==> config.mk <==
export PLATFORM = sky130hd
export DESIGN_NAME = uart_rx
export DESIGN_NICKNAME = d
export VERILOG_FILES = /design/src/rtl/uart_pkg.sv /design/src/rtl/sync2.sv /design/src/rtl/uart_rx.sv
export SDC_FILE = /design/constraint.sdc
export NUM_CORES = 1
export LEC_CHECK = 0
export BUFFER_PORTS_ARGS = -buffer_cell sky130_fd_sc_hd__buf_2
export CORE_UTILIZATION = 39
export CTS_BUF_LIST = sky130_fd_sc_hd__clkbuf_8
export CTS_CLUSTER_SIZE = 24
export DETAILED_ROUTE_END_ITERATION = 7
export PLACE_DENSITY = 0.64
export SYNTH_ARGS = -nofsm -noshare
export SYNTH_HDL_FRONTEND = slang
export SYNTH_SLANG_ARGS = --single-unit
==> constraint.sdc <==
create_clock -name i_clk -period 2.1 [get_ports i_clk]
set_input_delay 0.315 -clock i_clk [delete_from_list [all_inputs] [get_ports i_clk]]
set_output_delay 0.315 -clock i_clk [all_outputs]
set_load 0.05 [all_outputs]
==> src/rtl/uart_pkg.sv <==
// Shared serial-line definitions for the UART receiver and transmitter.
// Both ends import the same defaults so their bit timing always agrees.
package uart_pkg;

    typedef enum logic [2:0] {
        IDLE,
        START,
        DATA,
        STOP,
        BREAK
    } uart_state_e;

    localparam int DEFAULT_CLKS_PER_BIT = 4;
    localparam int DEFAULT_W            = 8;
    localparam int HALF_BIT             = DEFAULT_CLKS_PER_BIT / 2;

    function automatic int half_bit(input int clks_per_bit);
        return clks_per_bit / 2;
    endfunction

endpackage

==> src/rtl/sync2.sv <==
// Two-flop synchronizer for a single asynchronous level signal.
// The reset value is a parameter so idle-high serial lines start out idle.
module sync2 #(
    parameter logic RST_VAL = 1'b0
) (
    input  logic clk,
    input  logic rst_n,
    input  logic d,
    output logic q
);

    logic meta;

    // NOTE: non-blocking assignments make both flops update from pre-edge values, giving a true 2-stage delay.
    always_ff @(posedge clk or negedge rst_n) begin
        if (!rst_n) begin
            meta <= RST_VAL;
            q    <= RST_VAL;
        end else begin
            meta <= d;
            q    <= meta;
        end
    end

endmodule

==> src/rtl/uart_rx.sv <==
// 8N1-style serial receiver: mid-bit sampling of a synchronized line,
// LSB-first shift-in, stop-bit check, one-cycle valid / frame-error strobes.
module uart_rx
    import uart_pkg::*;
#(
    parameter int CLKS_PER_BIT = DEFAULT_CLKS_PER_BIT,
    parameter int W            = DEFAULT_W
) (
    input  logic         i_clk,
    input  logic         i_reset_n,
    input  logic         i_rxd,
    output logic [W-1:0] o_data,
    output logic         o_valid,
    output logic         o_frame_err,
    output logic         o_busy,
    output logic         o_idle
);

    localparam int CW = $clog2(CLKS_PER_BIT);
    localparam int IW = $clog2(W + 1);
    localparam logic [CW-1:0] HALF_LAST = CW'(half_bit(CLKS_PER_BIT) - 1);
    localparam logic [CW-1:0] BIT_LAST  = CW'(CLKS_PER_BIT - 1);
    localparam logic [IW-1:0] IDX_LAST  = IW'(W - 1);

    logic          rxd_s;
    uart_state_e   state, state_nx;
    logic [CW-1:0] cnt, cnt_nx;
    logic [IW-1:0] idx, idx_nx;
    logic [W-1:0]  shreg, shreg_nx;
    logic          stop_ok, stop_ok_nx;
    logic          stop_bad, stop_bad_nx;
    logic [1:0]    warm;

    sync2 #(.RST_VAL(1'b1)) u_sync (
        .clk   (i_clk),
        .rst_n (i_reset_n),
        .d     (i_rxd),
        .q     (rxd_s)
    );

    always_ff @(posedge i_clk or negedge i_reset_n) begin
        if (!i_reset_n) state <= IDLE;
        else            state <= state_nx;
    end

    // NOTE: every signal driven here gets a default first, so no path leaves one unassigned and no latch is inferred.
    always_comb begin
        state_nx    = state;
        cnt_nx      = cnt + 1'b1;
        idx_nx      = idx;
        shreg_nx    = shreg;
        stop_ok_nx  = 1'b0;
        stop_bad_nx = 1'b0;
        unique case (state)
            IDLE: begin
                cnt_nx = '0;
                if (!rxd_s) begin
                    state_nx = START;
                    idx_nx   = '0;
                end
            end
            START: begin
                if (cnt == HALF_LAST) begin
                    cnt_nx   = '0;
                    state_nx = rxd_s ? IDLE : DATA;
                end
            end
            DATA: begin
                if (cnt == BIT_LAST) begin
                    cnt_nx   = '0;
                    shreg_nx = {rxd_s, shreg[W-1:1]};
                    idx_nx   = idx + 1'b1;
                    if (idx == IDX_LAST) state_nx = STOP;
                end
            end
            STOP: begin
                if (cnt == BIT_LAST) begin
                    cnt_nx      = '0;
                    stop_ok_nx  = rxd_s;
                    stop_bad_nx = !rxd_s;
                    state_nx    = rxd_s ? IDLE : BREAK;
                end
            end
            BREAK: begin
                // A held-low line stays here; only a return to idle re-arms the receiver.
                cnt_nx = '0;
                if (rxd_s) state_nx = IDLE;
            end
            default: begin
                cnt_nx   = '0;
                state_nx = IDLE;
            end
        endcase
    end

    // Strobes lag the stop sample by one stage so the word is registered before it is presented.
    always_ff @(posedge i_clk or negedge i_reset_n) begin
        if (!i_reset_n) begin
            cnt         <= '0;
            idx         <= '0;
            shreg       <= '0;
            stop_ok     <= 1'b0;
            stop_bad    <= 1'b0;
            warm        <= '0;
            o_data      <= '0;
            o_valid     <= 1'b0;
            o_frame_err <= 1'b0;
        end else begin
            cnt         <= cnt_nx;
            idx         <= idx_nx;
            shreg       <= shreg_nx;
            stop_ok     <= stop_ok_nx;
            stop_bad    <= stop_bad_nx;
            warm        <= {warm[0], 1'b1};
            o_valid     <= stop_ok;
            o_frame_err <= stop_bad;
            if (stop_ok) o_data <= shreg;
        end
    end

    assign o_busy = (state == START) || (state == DATA) || (state == STOP);
    assign o_idle = (state == IDLE) && rxd_s && warm[1];

endmodule

==> metrics.cfg <==
[detailed_routing]
post_drt_via_cell_ratio=4.977
drt_first_pass_iters=4
routed_wl_um=2143
final_antenna_net_count=0
post_drt_wl_per_cell_um=12.32
vias=866
drt_iter0_drc=11
drc=0

[power]
p_leak_uw=0.0008082
power_frac_seq_pct=45.6
netSwitchingFraction_pct=32.85
p_int_uw=1314
clockPowerShare_pct=30.7
p_switching_uw=643.1
power.density_nw_per_um2=1216
peakVddDrop_uv=579.7
p_comb_share_pct=23.7

[die]
die_y_um=61.70
initial_core_util_pct=41.33
die_w_um=61.70
io_pins=15
core_area_um2=3363
die_area_um2=3807
fp-row-count=21

[global_route]
grt_pass1_wl_um=3705
grtUsageTotal_pct=14.02
grt_max_degree=34
antenna_found_initial=0
first_global_vias=799
overflow=0

[clocking]
postCtsSetupBuffers=0
cts_tree=done
clk_latency_ns=0.28
cts_resized=0
cts_root_buffer=clkbuf_8
cts.htree.levels=2
cts_hold_buf=0
cts_made_buffers=5
cts.sink_count=33
clk_path_buf_depth=2
clk_pin_slew_ns=0.06

[place]
dp_cells=166
gp_congestion=0.7350
place_ws_ns=0.4567
dp_hpwl_um=1453
place.port_buffers=14

[setup_path]
r2r_end=shreg[7]
worstSetupPathType=reg -> out
worst_path_max_delay_cell=dfrtp_1
r2r-start=state[1]
crit_fanout=10
worstSetupEndpointType=output port
cp.arrival_ns=1.58
path_cells=nor2_1, and3_1, buf_2
crit_path_start_kind=register
reg2reg_depth=3
cp.required_ns=1.78
slowest_delay_ns=0.51
r2r_setup_slack_ns=0.47

[final_layout]
n_antenna_cell=0
final_cells=174
register_area_um2=828.3
multiInputGateArea_um2=511.7
syn2layout_area_growth_pct=15.84
final_nets=134
drive_gt1_share_pct=32.03
fillerInstances=337
final_util_pct=47.88

[timing]
fin_skew_ns=0.003034
period_share_pct=90.28
setup_ws_ns=0.2042
setup-violations-final=0
max-slew-margin-rel_pct=51.93
tns_ns=0
rsz0062_at_grt=no
final-hold-violation-count=0
finalCriticalPeriod_ns=1.896
slew_viol_final=0
worstMarginPinSlew_ns=0.7210
fmax_ghz=0.5275

[run]
maxCapViolCount=0

[synth]
synth_cell_types=30
yosys_warnings=0
ys_seq_elements=33
synth_cells=111
ys_seq_area_share_pct=59.59
avgSynthCellArea_um2=12.52
syn_nets=118
syn_area_um2=1390

[outcome]
status=finished clean

[hold_path]
min_path_type=in -> async

==> flip-flops by register name, indices dropped and copies added (netlist names), 2 cells and up <==
signal	flops
cnt	2
o_data	8
state	3
idx	4
shreg	8
warm	2
==> stage by stage <==
step | hold slack, ns | power [µW] | cell area (µm²)
floorplan | 0.01941 | 1267 | 1390
finish | 0.08696 | 1957 | 1610
global placement | 0.3318 | 1355 | 1494
CTS | 0.1080 | 1981 | 1610
global route | 0.1120 | 2084 | 1610
detailed placement | 0.3347 | 1373 | 1494
==> cells in the final DEF, fill, tap and decap left out, types with 2 or more instances in the layout <==
master	count
a21oi_1	4
and3_1	3
buf_2	14
clkbuf_8	6
dfrtp_1	31
dfstp_2	2
ha_1	4
inv_1	8
mux2_2	16
nand2_1	6
nor2_1	7
nor2b_1	5
o2111ai_1	2
o21ai_0	3
o221ai_1	2
==> power by group through the flow <==
stage	combinational, µW	sequential, µW	clock, µW
2_1_floorplan	417	851	0
3_5_place_dp	471	902	0
6_report	463	893	601
5_1_grt	520	919	645
3_3_place_gp	458	897	0
4_1_cts	470	891	619
==> how the worst max path moves through the flow <==
stage                   from  endpoint  slack [ns]  cells after the start
finish              state[2]    o_idle        0.20                      3
global route        state[2]    o_idle        0.09                      3
CTS                 state[2]    o_idle        0.19                      3
detailed placement    cnt[0]  shreg[7]        0.46                      4
global placement      cnt[0]  shreg[5]        0.53                      4
floorplan           state[1]    o_busy        0.41                      4
==> synth_stat cells <==
cell type	instances	share of area [%]
and2_1	1	0.45
nand2_1	6	1.6
o21a_1	1	0.54
nand4_1	1	0.45
o31ai_1	1	0.54
nor3_1	1	0.36
clkbuf_2	1	0.36
mux2_2	16	13
a21oi_1	4	1.4
nor3b_1	1	0.54
nand2b_1	1	0.45
a31oi_1	1	0.45
nor3_4	1	1.2
nand2_4	1	0.81
inv_1	7	1.9
nor4bb_1	1	0.72
o221ai_1	2	1.3
and3_1	3	1.4
conb_1	1	0.27
nor2_1	7	1.9
dfstp_2	2	3.8
dfrtp_1	31	56
nor4b_1	1	0.63
clkbuf_1	1	0.27
a32o_1	1	0.72
nor2b_1	5	2.3
ha_1	4	3.6
o2111ai_1	2	1.3
o21ai_0	3	1.1
buf_2	3	1.1
==> critical path: cells and delay by family (launching register included) <==
| kind | cells | cell delay (ns) |
|---|---|---|
| flip-flops | 1 | 0.51 |
| buffers and inverters | 1 | 0.25 |
| AND/OR/NAND/NOR | 2 | 0.53 |
==> cells by family after synthesis <==
| logic type | share of synthesized area [%] |
|---|---|
| flip-flops | 59.59 |
| AND/OR/NAND/NOR | 12.69 |
| multiplexers | 12.96 |
| AO/OA/AOI/OAI | 7.292 |
| buffers and inverters | 3.600 |
| adder cells (fa/ha/maj) | 3.601 |
| other | 0.2698 |
==> routing by layer <==
layer	wire length (µm)	share of wire (%)	track usage (%)
met1	1032	48	18.73
met2	980	46	19.51
met3	88	4.1	6.211
met4	41	1.9	6.667
met5	0	0	0
==> area by class of cell <==
type / instances / area share (%)
Tap cell: 46 / 3.574
Clock buffer: 6 / 5.128
Timing Repair Buffer: 14 / 4.351
Inverter: 7 / 1.632
Sequential cell: 33 / 51.44
Multi-Input combinational cell: 66 / 31.78
Clock inverter: 2 / 2.098
Power figures use the tool's default switching activity.
